--- src/rtl/rgb_gray_pipe.sv ---
// Three-stage RGB-to-gray converter with per-pixel mode and weights.
// Stages: S1 multiply, S2 sum, S3 round/saturate. A single advance signal stalls the whole pipe.

module rgb_gray_lane #(
   parameter int DATA_W = 8,
   parameter int COEF_W = 8
) (
   input  logic                     clk,
   input  logic                     rst,
   input  logic                     adv,
   input  logic [DATA_W-1:0]        din,
   input  logic [COEF_W-1:0]        coef,
   output logic [DATA_W+COEF_W-1:0] prod,
   output logic [DATA_W-1:0]        dly
);
   localparam int PW = DATA_W + COEF_W;

   logic [DATA_W-1:0] d1;

   // The raw channel rides alongside the product so pass mode can bypass the math.
   always_ff @(posedge clk or posedge rst) begin
      if (rst) begin
         prod <= '0;
         d1   <= '0;
         dly  <= '0;
      end else if (adv) begin
         prod <= PW'(din) * PW'(coef);
         d1   <= din;
         dly  <= d1;
      end
   end
endmodule

module rgb_gray_pipe #(
   parameter int DATA_W = 8,
   parameter int COEF_W = 8
) (
   input  logic              clk,
   input  logic              rst,
   input  logic              InValid,
   output logic              InReady,
   input  logic [1:0]        Mode,
   input  logic              InLast,
   input  logic [DATA_W-1:0] Red,
   input  logic [DATA_W-1:0] Green,
   input  logic [DATA_W-1:0] Blue,
   input  logic [COEF_W-1:0] CoefR,
   input  logic [COEF_W-1:0] CoefG,
   input  logic [COEF_W-1:0] CoefB,
   output logic              OutValid,
   input  logic              OutReady,
   output logic [DATA_W-1:0] RedOut,
   output logic [DATA_W-1:0] GreenOut,
   output logic [DATA_W-1:0] BlueOut,
   output logic              OutLast,
   output logic              OutSat
);
   localparam int NUM_LANES = 3;
   localparam int STAGES    = 3;
   localparam int PW        = DATA_W + COEF_W;
   localparam int SW        = DATA_W + COEF_W + 2;

   localparam logic [1:0] M_PASS = 2'b00;
   localparam logic [1:0] M_LUMA = 2'b01;
   localparam logic [1:0] M_AVG  = 2'b10;
   localparam logic [1:0] M_CUST = 2'b11;

   localparam logic [COEF_W-1:0] LUMA_R = COEF_W'(77)  << (COEF_W - 8);
   localparam logic [COEF_W-1:0] LUMA_G = COEF_W'(150) << (COEF_W - 8);
   localparam logic [COEF_W-1:0] LUMA_B = COEF_W'(29)  << (COEF_W - 8);
   localparam logic [COEF_W-1:0] AVG_RB = COEF_W'(85);
   localparam logic [COEF_W-1:0] AVG_G  = COEF_W'(86);
   localparam logic [SW-1:0]     HALF   = SW'(1) << (COEF_W - 1);

   typedef struct packed {
      logic [1:0] mode;
      logic       last;
   } side_t;

   logic                                  adv;
   logic [STAGES:1]                       vld_pipe;
   side_t                                 side1, side2;
   logic [NUM_LANES-1:0][DATA_W-1:0]      pix, pix2;
   logic [NUM_LANES-1:0][COEF_W-1:0]      coef_sel;
   logic [NUM_LANES-1:0][PW-1:0]          prod1;
   logic [SW-1:0]                         sum2, rnd;
   logic [DATA_W+1:0]                     res;
   logic [DATA_W-1:0]                     gray;
   logic                                  sat;

   // Output register empty or draining: every stage may move.
   assign adv      = !vld_pipe[STAGES] | OutReady;
   assign InReady  = adv;
   assign OutValid = vld_pipe[STAGES];
   assign pix      = {Blue, Green, Red};

   always_comb begin
      coef_sel = '0;
      unique case (Mode)
         M_PASS: coef_sel = '0;
         M_LUMA: coef_sel = {LUMA_B, LUMA_G, LUMA_R};
         M_AVG:  coef_sel = {AVG_RB, AVG_G, AVG_RB};
         M_CUST: coef_sel = {CoefB, CoefG, CoefR};
      endcase
   end

   for (genvar l = 0; l < NUM_LANES; l++) begin : g_lane
      rgb_gray_lane #(.DATA_W(DATA_W), .COEF_W(COEF_W)) u_lane (
         .clk  (clk),
         .rst  (rst),
         .adv  (adv),
         .din  (pix[l]),
         .coef (coef_sel[l]),
         .prod (prod1[l]),
         .dly  (pix2[l])
      );
   end

   always_ff @(posedge clk or posedge rst) begin
      if (rst) begin
         vld_pipe <= '0;
         side1    <= '0;
         side2    <= '0;
         sum2     <= '0;
      end else if (adv) begin
         vld_pipe <= {vld_pipe[STAGES-1:1], InValid};
         side1    <= '{mode: Mode, last: InLast};
         side2    <= side1;
         sum2     <= SW'(prod1[0]) + SW'(prod1[1]) + SW'(prod1[2]);
      end
   end

   assign rnd  = sum2 + HALF;
   assign res  = rnd[SW-1:COEF_W];
   assign sat  = |res[DATA_W+1:DATA_W];
   assign gray = sat ? '1 : res[DATA_W-1:0];

   always_ff @(posedge clk or posedge rst) begin
      if (rst) begin
         RedOut   <= '0;
         GreenOut <= '0;
         BlueOut  <= '0;
         OutLast  <= 1'b0;
         OutSat   <= 1'b0;
      end else if (adv) begin
         OutLast <= side2.last;
         if (side2.mode == M_PASS) begin
            RedOut   <= pix2[0];
            GreenOut <= pix2[1];
            BlueOut  <= pix2[2];
            OutSat   <= 1'b0;
         end else begin
            RedOut   <= gray;
            GreenOut <= gray;
            BlueOut  <= gray;
            OutSat   <= sat;
         end
      end
   end
endmodule
--- config.mk ---
export PLATFORM = sky130hd
export DESIGN_NAME = rgb_gray_pipe
export DESIGN_NICKNAME = d
export VERILOG_FILES = /design/src/rtl/rgb_gray_pipe.sv
export SDC_FILE = /design/constraint.sdc
export NUM_CORES = 1
export LEC_CHECK = 0
export BUFFER_PORTS_ARGS = -buffer_cell sky130_fd_sc_hd__buf_2
export CAP_MARGIN = 0
export CORE_AREA = 2 2 231 233
export DETAILED_ROUTE_END_ITERATION = 8
export DIE_AREA = 0 0 233 235
export HOLD_SLACK_MARGIN = 0.02
export SKIP_CTS_REPAIR_TIMING = 1
export SLEW_MARGIN = 20
export SYNTH_ARGS = -nofsm -noshare
export SYNTH_HDL_FRONTEND = slang
export SYNTH_HIERARCHICAL = 1
export SYNTH_SLANG_ARGS = --single-unit
--- constraint.sdc ---
create_clock -name clk -period 7.8 [get_ports clk]
set_input_delay 0.39 -clock clk [delete_from_list [all_inputs] [get_ports clk]]
set_output_delay 0.39 -clock clk [all_outputs]
set_load 0.005 [all_outputs]
# Word level (Yosys, flattened, before mapping)
# Cells that the tools add are included.
# op_classes
add_sub_neg	3
mul	3
n_eq_ne	3
muxes	6
bitwise	1
n_reduce_logical	4
# op_table
cell	count
one-hot mux 24 bit (4 select lines)	1
multiplier 8 x 8 -> 16 bit	3
2-to-1 mux 8 bit	4
adder 17 x 16 -> 18 bit	1
adder 18 x 8 -> 18 bit (second input constant)	1
adder 16 x 16 -> 17 bit	1
== test 2 bit (second input constant)	2
logical NOT 2 bit	2
== test 2 x 1 -> 1 bit (second input constant)	1
OR reduction 2 bit	1
logical NOT 1 bit	1
2-to-1 mux 1 bit	1
OR 1 bit	1
# word_totals
regBits	149
in_bits	55
out_inout_bits	28
word_cells	40

# Longest topological paths before layout
# Gate-level depths: netlist (run 1).
# depth
word_depth	4
ltp_mapped	18
mapped_depth_nobuf	17

# By module
# The synthesis (run 1) kept the hierarchy.
# modules_own_cells
mod	instances	cells_per_inst	area_per_inst_um2	seq_area_each_um2
rgb_gray_lane at g_lane[0].u_lane	1	313	3266.9	800.8
rgb_gray_lane at g_lane[1].u_lane	1	313	3256.9	800.8
rgb_gray_lane at g_lane[2].u_lane	1	313	3251.9	800.8
rgb_gray_pipe	1	335	3118.0	1151.1

# Worst setup path before layout (run 1)
# OpenSTA, ideal clock, no wires.
# synth_path
path_type	input to register
from	input Mode[1]
to	register g_lane[1].u_lane.prod[12]
arrival_ns	4.596
required_ns	7.675
slack_ns	3.079
cell_stages	16
path_cell_list	clkbuf_1 a21boi_0 nand2_1 fa_1 fa_1 inv_1 fa_1 inv_1 fa_1 inv_1 ha_1 a21oi_1 o211ai_2 a31oi_1 xnor2_1 mux2_2
# synth_rtl
item	line	rtl
start, declared	42	input logic [1:0] Mode,
end signal, assigned	27	prod <= PW'(din) * PW'(coef);
end, declared	13	output logic [DATA_W+COEF_W-1:0] prod,

==> results.yml, run 1 <==
clock_network:
  cts_buffers: 17
  clkSinkCount: 142
  clk_pin_slew_ps: 60
  cts_tree: "yes"
  htree_levels: 4
  clkLatencyLatePin_ps: 430
  clockBufferDepth: 2
  cts-root-buf: "clkbuf_16"
die:
  start_util_pct: 24.7
  ios: 83
  dieArea_mm2: 0.0548
  die_h_um: 235
  row_count: 84
  die_x_um: 233
  core_area_mm2: 0.0522
power:
  power_frac_seq_pct: 26.5
  swShare_pct: 42.0
  irDropWorstVdd_uv: 169
  clockPowerShare_pct: 17.9
  p_switching_uw: 2010
  combPwrFrac_pct: 55.6
  p_leak_uw: 0.00709
  p_per_area_mw_per_mm2: 325
  p_int_uw: 2780
routing:
  wl_per_cell_um: 14.6
  drtIter0Drc: 607
  first_pass_iters: 5
  drc: 0
  wirelength_um: 30100
  num_vias: 9177
  viasPerCell: 4.46
  antenna_left: 0
critical_path:
  worst_path_largest_cell_delay_ps: 540
  critPathBufInv: 5
  cp_top_family: "adder cells"
  crit_arrival_ps: 5370
  critical_path.slowest_cell: "fa_1"
  critical_path_class: "in -> reg"
  worst-path-max-fanout: 18
  rrSetupSlack_ps: 4660
  crit_path_end_kind: "flip-flop"
  cp-start-kind: "primary input"
  path_cells: "buf_2 > nand2_1 > o21a_1 > and2_1 > fa_1 > inv_1 > fa_1 > inv_1 > fa_1 > inv_1 > fa_1 > inv_1 > ha_1 > a21oi_1 > o211ai_2 > a31oi_1 > xnor2_1 > mux2_2"
  worst-endpoint-required_ps: 8110
placed_design:
  hpwlAfterDp_um: 24700
  port_buffers: 82
  placed_cells: 2023
  place.gp.congestion: 0.815
  place_ws_ps: 2240
  dpl-instance-area_mm2: 0.0141
global_route:
  grt_antenna_before_repair: 8
  use_met3_pct: 2.26
  grt.met2_usage_pct: 19.1
  groute.usage.overall_pct: 11.4
  grt_max_degree: 83
  grt-busiest-layer: "met2"
  grt_pass1_vias: 9609
  met1_usage_pct: 15.0
  grt_pass1_wl_um: 50100
  grt-ovfl-total: 0
cells_and_area:
  fin_nets: 1656
  stdcell_count: 2058
  layout-drive-gt1-share_pct: 17.3
  seqCellArea_mm2: 0.00355
  n_fill_cell: 5406
  synthToLayoutAreaGrowth_pct: 14.2
  most-common-layout-cells: "inv_1 (187), dfrtp_1 (142), and2_1 (135)"
  final_common_cell: "inv_1"
  fin_util_pct: 28.2
  multi_input_area_mm2: 0.00851
  fin_area_mm2: 0.0147
synthesis:
  syn_inst: 1274
  async_flop_share_pct: 100
  synth_seq_area_share_pct: 27.6
  syn-num-nets: 1576
  synth_edf_count: 0
  mappedNetlistArea_mm2: 0.0129
  synth_warnings: 6
  avgSynthCellArea_um2: 10.1
  synth_cell_types: 63
  synth_seq_cells: 142
  synth_ff_type: "dfrtp_1"
status:
  outcome: "finished, final reports clean"
timing:
  period_minus_slack_ps: 5060
  fin_skew_ps: 17.0
  finalSetupTns_ps: 0
  setup_viol: 0
  rsz0062_at_grt: "false"
  fmax_mhz: 198
  slew_headroom_pct: 31.6
  setup_ws_ps: 2740
  slew_violations: 0
  post-route-period-util_pct: 64.9
  hold_viol_final: 0
  worst_pin_slew_ps: 1020
hold_path:
  hp-class: "in -> async"
run:
  cap_violations: 0
## metrics by stage
| step | total power (uW) | hold WS, ps |
|---|---|---|
| floorplan | 3300 | 430 |
| global placement | 3890 | 441 |
| detailed placement | 3950 | 447 |
| CTS | 4840 | 105 |
| global route | 5260 | 139 |
| finish | 4790 | 109 |
## layer usage
| metal | up-vias | routed length [um] |
|---|---|---|
| li1 | 4379 | - |
| met1 | 4593 | 13700 |
| met2 | 162 | 14600 |
| met3 | 33 | 1350 |
| met4 | 10 | 438 |
| met5 | - | 55 |
## Yosys cell counts (all sizes together) (2+ instances only)
master	n	area share [%]
nand2b	9	0.49
buf	13	0.57
nand3	13	0.50
mux2	81	7.2
a211o	3	0.20
o21a	12	0.70
and3	17	0.83
nor3b	3	0.17
o311a	2	0.16
o2111ai	3	0.20
xor2	12	0.82
o21ai	27	1.0
a31o	3	0.20
dfrtp	142	28
o31ai	6	0.43
o22ai	18	0.87
a21oi	65	2.8
nor3	6	0.23
or2	2	0.097
or3	4	0.19
inv	189	5.5
a31oi	7	0.34
nor2b	7	0.34
a21o	13	0.78
fa	123	19
nor2	12	0.37
and4	2	0.14
ha	124	12
o221a	6	0.52
clkbuf	14	0.41
and2	135	6.6
a211oi	8	0.66
o211ai	11	0.87
xnor2	26	1.8
a21boi	9	0.55
nand2	132	3.8
nand3b	3	0.17
nand4	3	0.15
## registers in the layout (all words and copies together) (netlist names)
name / count
sum2: 11
OutSat: 1
GreenOut: 8
g_lane.u_lane/prod: 48
side1: 3
g_lane.u_lane/d1: 24
vld_pipe: 3
RedOut: 8
OutLast: 1
side2: 3
BlueOut: 8
g_lane.u_lane/dly: 24
## cell type report
type	instances	share of cell area, %
Multi-Input combinational cell	916	57.8
Sequential cell	142	24.1
Tap cell	688	5.85
Inverter	189	4.83
Timing Repair Buffer	88	3.09
Clock buffer	19	3.01
Clock inverter	12	1.25
Antenna cell	4	0.0680
## worst register-to-register path: cells and delay by family (launching register included)
kind	cells	cell delay, ps
compound gates	1	110
buf+inv	5	2120
flops	1	360
simple gates	3	470
## worst paths after layout
check	from	end	cells after the start
min in group clk	InLast	side1[0]	3
min	rst	g_lane[0].u_lane/dly[3]	3
max	Mode[1]	g_lane[1].u_lane/prod[12]	18
max reg2reg	vld_pipe[3]	g_lane[2].u_lane/prod[15]	9
max in group asynchronous	rst	sum2[7]	2
min reg2reg	vld_pipe[2]	vld_pipe[2]	2
## cell families after synthesis
group,Yosys count,share of synthesized area (%)
compound gates,198,10.7
flops,142,27.6
simple gates,351,14.3
buf+inv,216,6.48
xor+xnor,38,2.58
mux,82,7.24
fa+ha+maj,247,31.1
## power by group through the flow
stage          Sequential [uW]  Combinational, uW  Clock (uW)
6_report                  1270               2660         856
5_1_grt                   1310               3050         908
4_1_cts                   1270               2690         875
3_5_place_dp              1290               2670           0
3_3_place_gp              1280               2610           0
2_1_floorplan             1190               2110           0
No activity file was read; power rests on OpenSTA's default activity.
==> run 2: changes to the inputs <==
--- a/config.mk
+++ b/config.mk
@@ -5,11 +5,12 @@
 export SDC_FILE = /design/constraint.sdc
 export NUM_CORES = 1
 export LEC_CHECK = 0
+export ABC_AREA = 1
 export BUFFER_PORTS_ARGS = -buffer_cell sky130_fd_sc_hd__buf_2
 export CAP_MARGIN = 0
-export CORE_AREA = 2 2 231 233
+export CORE_AREA = 2 2 242 244
 export DETAILED_ROUTE_END_ITERATION = 8
-export DIE_AREA = 0 0 233 235
+export DIE_AREA = 0 0 244 246
 export HOLD_SLACK_MARGIN = 0.02
 export SKIP_CTS_REPAIR_TIMING = 1
 export SLEW_MARGIN = 20
==> constraint.sdc (replaced) <==
create_clock -name clk -period 4.7 [get_ports clk]
set_input_delay 0.235 -clock clk [delete_from_list [all_inputs] [get_ports clk]]
set_output_delay 0.235 -clock clk [all_outputs]
set_load 0.005 [all_outputs]
==> run 2 against run 1 <==
Net effect: non-clock buffer count increased by 27; sequential share of layout area decreased by 2.1 points; synthesized cell count increased by 57%; die area increased by 9.6%; clock skew decreased by 4.4 ps; critical endpoint is now g_lane[2].u_lane/prod[9].
==> results.yml, run 2 <==
status:
  outcome: "finished, final reports clean"
global_route:
  grt-ovfl-total: 0
  grt_antenna_before_repair: 5
  grt_pass1_wl_um: 58300
  grt-busiest-layer: "met2"
  met1_usage_pct: 15.7
  grt.met2_usage_pct: 20.5
  groute.usage.overall_pct: 12.0
  use_met3_pct: 1.88
  grt_pass1_vias: 11500
  grt_max_degree: 78
cells_and_area:
  most-common-layout-cells: "nand2_1 (724), inv_1 (443), dfrtp_1 (142)"
  largest_register_ffs: 48
  regMostFlops: "g_lane.u_lane/prod"
  diodes: 0
  layout-drive-gt1-share_pct: 9.01
  fin_util_pct: 28.1
  synthToLayoutAreaGrowth_pct: 13.3
  final_common_cell: "nand2_1"
  stdcell_count: 2840
  largestRegisters: "g_lane.u_lane/prod x48, g_lane.u_lane/d1 x24, g_lane.u_lane/dly x24"
  fin_nets: 2364
  n_fill_cell: 6318
timing:
  post-route-period-util_pct: 88.3
  worst_pin_slew_ps: 980
  setup_viol: 0
  fin_skew_ps: 12.7
  hold_viol_final: 0
  fmax_mhz: 241
  holdWs_ps: 26.6
  finalSetupTns_ps: 0
  slew_violations: 0
  rsz0062_at_grt: "false"
  period_minus_slack_ps: 4150
  slew_headroom_pct: 34.3
synthesis:
  synth_common_cells: "nand2_1 (724), inv_1 (444), dfrtp_1 (142)"
  syn_inst: 2006
  yosys.cell_count.top_type: "nand2_1"
  synth_ff_type: "dfrtp_1"
  synth_warnings: 6
  synth_edf_count: 0
  synth_cell_types: 31
  synth_area_leaders: "dfrtp_1 (25%), nand2_1 (19%), fa_1 (17%)"
  synth_seq_cells: 142
  yosysTopAreaCell: "dfrtp_1"
  mappedNetlistArea_mm2: 0.0142
  syn-num-nets: 2308
  synth_seq_area_share_pct: 25.0
  synth_top_area_share_pct: 25.0
  avgSynthCellArea_um2: 7.09
  async_flop_share_pct: 100
critical_path:
  critical_path.slowest_cell: "fa_1"
  cp-start-kind: "primary input"
  path_cells: "buf_2 > inv_1 > nand2_1 > nand2_1 > buf_4 > nand2_1 > nand2_1 > inv_1 > fa_1 > inv_1 > fa_1 > inv_1 > fa_1 > inv_1 > fa_1 > inv_1 > ha_1 > nand2_2 > inv_1 > nand2_1 > nand2_1 > o21ai_0 > nand3b_1 > nand2_1"
  worst-path-max-fanout: 6
  critical_path_class: "in -> reg"
  worst_path_largest_cell_delay_ps: 540
  r2r_end: "g_lane[1].u_lane/prod[5]"
  critPathBufInv: 9
  r2r-start: "vld_pipe[3]"
  cp_top_family: "adder cells"
  rrSetupSlack_ps: 2110
  crit_arrival_ps: 4510
  crit_path_end_kind: "flip-flop"
  rr_worst_depth: 7
  worst-endpoint-required_ps: 5060
clock_network:
  clockBufferDepth: 2
  cts-root-buf: "clkbuf_16"
  clkSinkCount: 142
  cts_buffers: 17
  clk_pin_slew_ps: 70
  clkLatencyLatePin_ps: 430
  cts_tree: "yes"
  htree_levels: 4
die:
  row_count: 88
  die_x_um: 244
  die_h_um: 246
  dieArea_mm2: 0.0600
  ios: 83
  start_util_pct: 24.8
  core_area_mm2: 0.0574
routing:
  antenna_left: 0
  num_vias: 11700
  viasPerCell: 4.11
  wirelength_um: 34600
  first_pass_iters: 5
  drtIter0Drc: 645
  drc: 0
  wl_per_cell_um: 12.2
power:
  p_per_area_mw_per_mm2: 529
  irDropWorstVdd_uv: 500
  power.total_uw: 8530
  p_leak_uw: 0.00973
hold_path:
  min_path_cells: 3
  min-delay-start: "InLast"
  min_to: "side1[0]"
  hp-class: "in -> reg"
placed_design:
  hpwlAfterDp_um: 28200
  place.gp.congestion: 0.840
  port_buffers: 82
  placed_cells: 2806
run:
  cap_violations: 0
-- run 2: kinds of logic after synthesis --
kind of cell	share of synthesized area (%)
flops	25.0
fa+ha+maj	28.2
buf+inv	14.1
compound gates	4.18
simple gates	27.5
xor+xnor	0.985
-- run 2: worst max path at each step --
stage	start	to	slack [ps]	cells after the start
floorplan	Mode[1]	g_lane[0].u_lane/prod[8]	290	21
global placement	Mode[1]	g_lane[2].u_lane/prod[8]	160	20
detailed placement	Mode[1]	g_lane[2].u_lane/prod[10]	90	24
CTS	Mode[1]	g_lane[2].u_lane/prod[10]	520	24
global route	Mode[1]	g_lane[2].u_lane/prod[13]	210	25
finish	Mode[1]	g_lane[2].u_lane/prod[9]	550	24
-- run 2: area by class of cell --
type / instances / area [um2] / area share (%)
Multi-Input combinational cell: 1333 / 8680 / 53.8
Sequential cell: 142 / 3550 / 22.0
Inverter: 453 / 1700 / 10.6
Tap cell: 765 / 957 / 5.93
Timing Repair Buffer: 115 / 663 / 4.11
Clock buffer: 18 / 429 / 2.66
Clock inverter: 14 / 145 / 0.900
-- run 2: where the power goes --
group          internal [uW]  leakage (uW)  switching [uW]  total [uW]
registers               1720       0.00172             357        2080
logic                   1930       0.00773            3210        5130
clock network            747      0.000273             572        1320
-- run 2: worst register-to-register path, delay by kind of cell (launching register included) --
| kind | cells | cell delay, ps |
|---|---|---|
| AOI/OAI and AO/OA | 2 | 490 |
| buffers and inverters | 3 | 1520 |
| DFF | 1 | 380 |
| and+or+nand+nor | 2 | 130 |
-- run 2: metrics by stage --
| stage | area [um2] | setup slack [ps] |
|---|---|---|
| detailed placement | 15500 | 91.0 |
| finish | 16100 | 548 |
| global placement | 15500 | 156 |
| CTS | 16100 | 522 |
| floorplan | 14200 | 290 |
| global route | 16100 | 210 |
-- run 2: per-layer routing --
metal	wire length, um	vias to the layer above
li1	-	6043
met2	16700	175
met3	1280	35
met5	45	-
met1	16000	5411
met4	592	8
==> run 3: changes to the inputs <==
==> constraint.sdc (replaced) <==
create_clock -name clk -period 4.7 [get_ports clk]
set_input_delay 0.94 -clock clk [delete_from_list [all_inputs] [get_ports clk]]
set_output_delay 0.94 -clock clk [all_outputs]
set_load 0.005 [all_outputs]
==> run 3 against run 2 <==
Net effect: die area unchanged; first-iteration DRC count up 8.7%; sequential share of layout area down 1.8 points; power up 10%; sequential cell count unchanged; cell count up 3.1%; critical endpoint is now g_lane[0].u_lane/prod[15]; largest cell class unchanged; largest power group unchanged.
==> results.yml, run 3 (synthesized netlist as in run 2, its figures left out) <==
die:
  die_h_um: 246
  start_util_pct: 24.8
  core_area_mm2: 0.0574
  row_count: 88
  dieArea_mm2: 0.0600
  ios: 83
  die_x_um: 244
cells_and_area:
  largest_register_ffs: 48
  layout-drive-gt1-share_pct: 18.2
  fin_nets: 2449
  synthToLayoutAreaGrowth_pct: 23.2
  most-common-layout-cells: "nand2_1 (681), inv_1 (421), dfrtp_1 (142)"
  largestRegisters: "g_lane.u_lane/prod x48, g_lane.u_lane/d1 x24, g_lane.u_lane/dly x24"
  fin_area_mm2: 0.0175
  final_common_cell: "nand2_1"
  fin_util_pct: 30.6
  regMostFlops: "g_lane.u_lane/prod"
  stdcell_count: 2927
placed_design:
  dpl-instance-area_mm2: 0.0162
  place.gp.congestion: 0.838
  place_ws_ps: -847
  placed_cells: 2883
  hpwlAfterDp_um: 29800
  port_buffers: 82
power:
  p_int_uw: 4980
  power.total_uw: 9400
  p_per_area_mw_per_mm2: 536
  p_leak_uw: 0.0103
  power_frac_seq_pct: 22.0
  combPwrFrac_pct: 63.2
  p_switching_uw: 4430
  irDropWorstVdd_uv: 557
  swShare_pct: 47.1
  clockPowerShare_pct: 14.8
routing:
  drc: 0
  viasPerCell: 4.08
  drtIter0Drc: 701
  num_vias: 11900
  wl_per_cell_um: 12.4
  first_pass_iters: 5
  antenna_left: 0
  wirelength_um: 36400
global_route:
  grt_pass1_vias: 11600
  groute.usage.overall_pct: 12.3
  grt_max_degree: 64
  grt-ovfl-total: 0
  grt_antenna_before_repair: 8
  grt_pass1_wl_um: 60000
timing:
  slew_violations: 0
  fmax_mhz: 218
  hold_viol_final: 0
  fin_skew_ps: 12.4
  post-route-period-util_pct: 97.5
  period_minus_slack_ps: 4580
  setup_ws_ps: 118
  setup_viol: 0
  worst_pin_slew_ps: 967
  slew_headroom_pct: 35.5
  rsz0062_at_grt: "true"
clock_network:
  htree_levels: 4
  cts_tree: "yes"
  clkLatencyLatePin_ps: 430
  clk_pin_slew_ps: 70
  clkSinkCount: 142
  cts_buffers: 17
  clockBufferDepth: 2
  cts-root-buf: "clkbuf_16"
critical_path:
  worst-path-max-fanout: 5
  worst-endpoint-required_ps: 5020
  worst_path_largest_cell_delay_ps: 540
  cp-start-kind: "primary input"
  critPathBufInv: 9
  crit_arrival_ps: 4900
  crit_path_end_kind: "flip-flop"
  critical_path_class: "in -> reg"
  critical_path.slowest_cell: "fa_1"
  cp_top_family: "adder cells"
run:
  cap_violations: 0
status:
  outcome: "finished, final reports clean"
hold_path:
  hp-class: "in -> async"
run 3: path summary, 6_finish.rpt:
check / slack [ps] / cells past startpoint / from / to
worst max-delay path: 120 / 26 / Mode[0] / g_lane[0].u_lane/prod[15]
worst min-delay path: 430 / 2 / rst / g_lane[2].u_lane/dly[2]
worst max register to register: 2470 / 12 / g_lane[0].u_lane/prod[4] / sum2[11]
worst min register to register: 460 / 2 / vld_pipe[2] / vld_pipe[3]
max in group asynchronous: 3300 / 2 / rst / side1[1]
min in group clk: 460 / 2 / vld_pipe[2] / vld_pipe[3]
run 3: layout make-up:
| class | instances | area, um2 |
|---|---|---|
| well taps | 765 | 957 |
| repair buffers | 199 | 1400 |
| multi-input cells | 1334 | 9300 |
| clock buffers | 18 | 439 |
| fillers | 6140 | 39800 |
| flip-flops and latches | 142 | 3550 |
| inverters | 453 | 1710 |
| clock inverters | 14 | 171 |
| diodes | 2 | 5.00 |
run 3: metal layers:
layer,global-route usage [%],wire (um),vias to the layer above
li1,-,-,6214
met1,16.8,17500,5547
met2,20.9,17200,130
met3,1.62,985,34
met4,2.30,573,12
met5,0,62,-
run 3: per-stage QoR:
step           hold WS [ps]  setup TNS (ps)
4_1_cts                 416           -8830
6_report                431               0
3_3_place_gp            450          -23710
2_1_floorplan           420               0
5_1_grt                 416            -182
3_5_place_dp            432          -23500
run 3: power groups by stage:
stage               combinational, uW  sequential (uW)  clock (uW)
finish                           5940             2070        1390
floorplan                        4030             1990           0
detailed placement               5500             2100           0
global placement                 5450             2090           0
global route                     6850             2140        1470
CTS                              5550             2080        1410
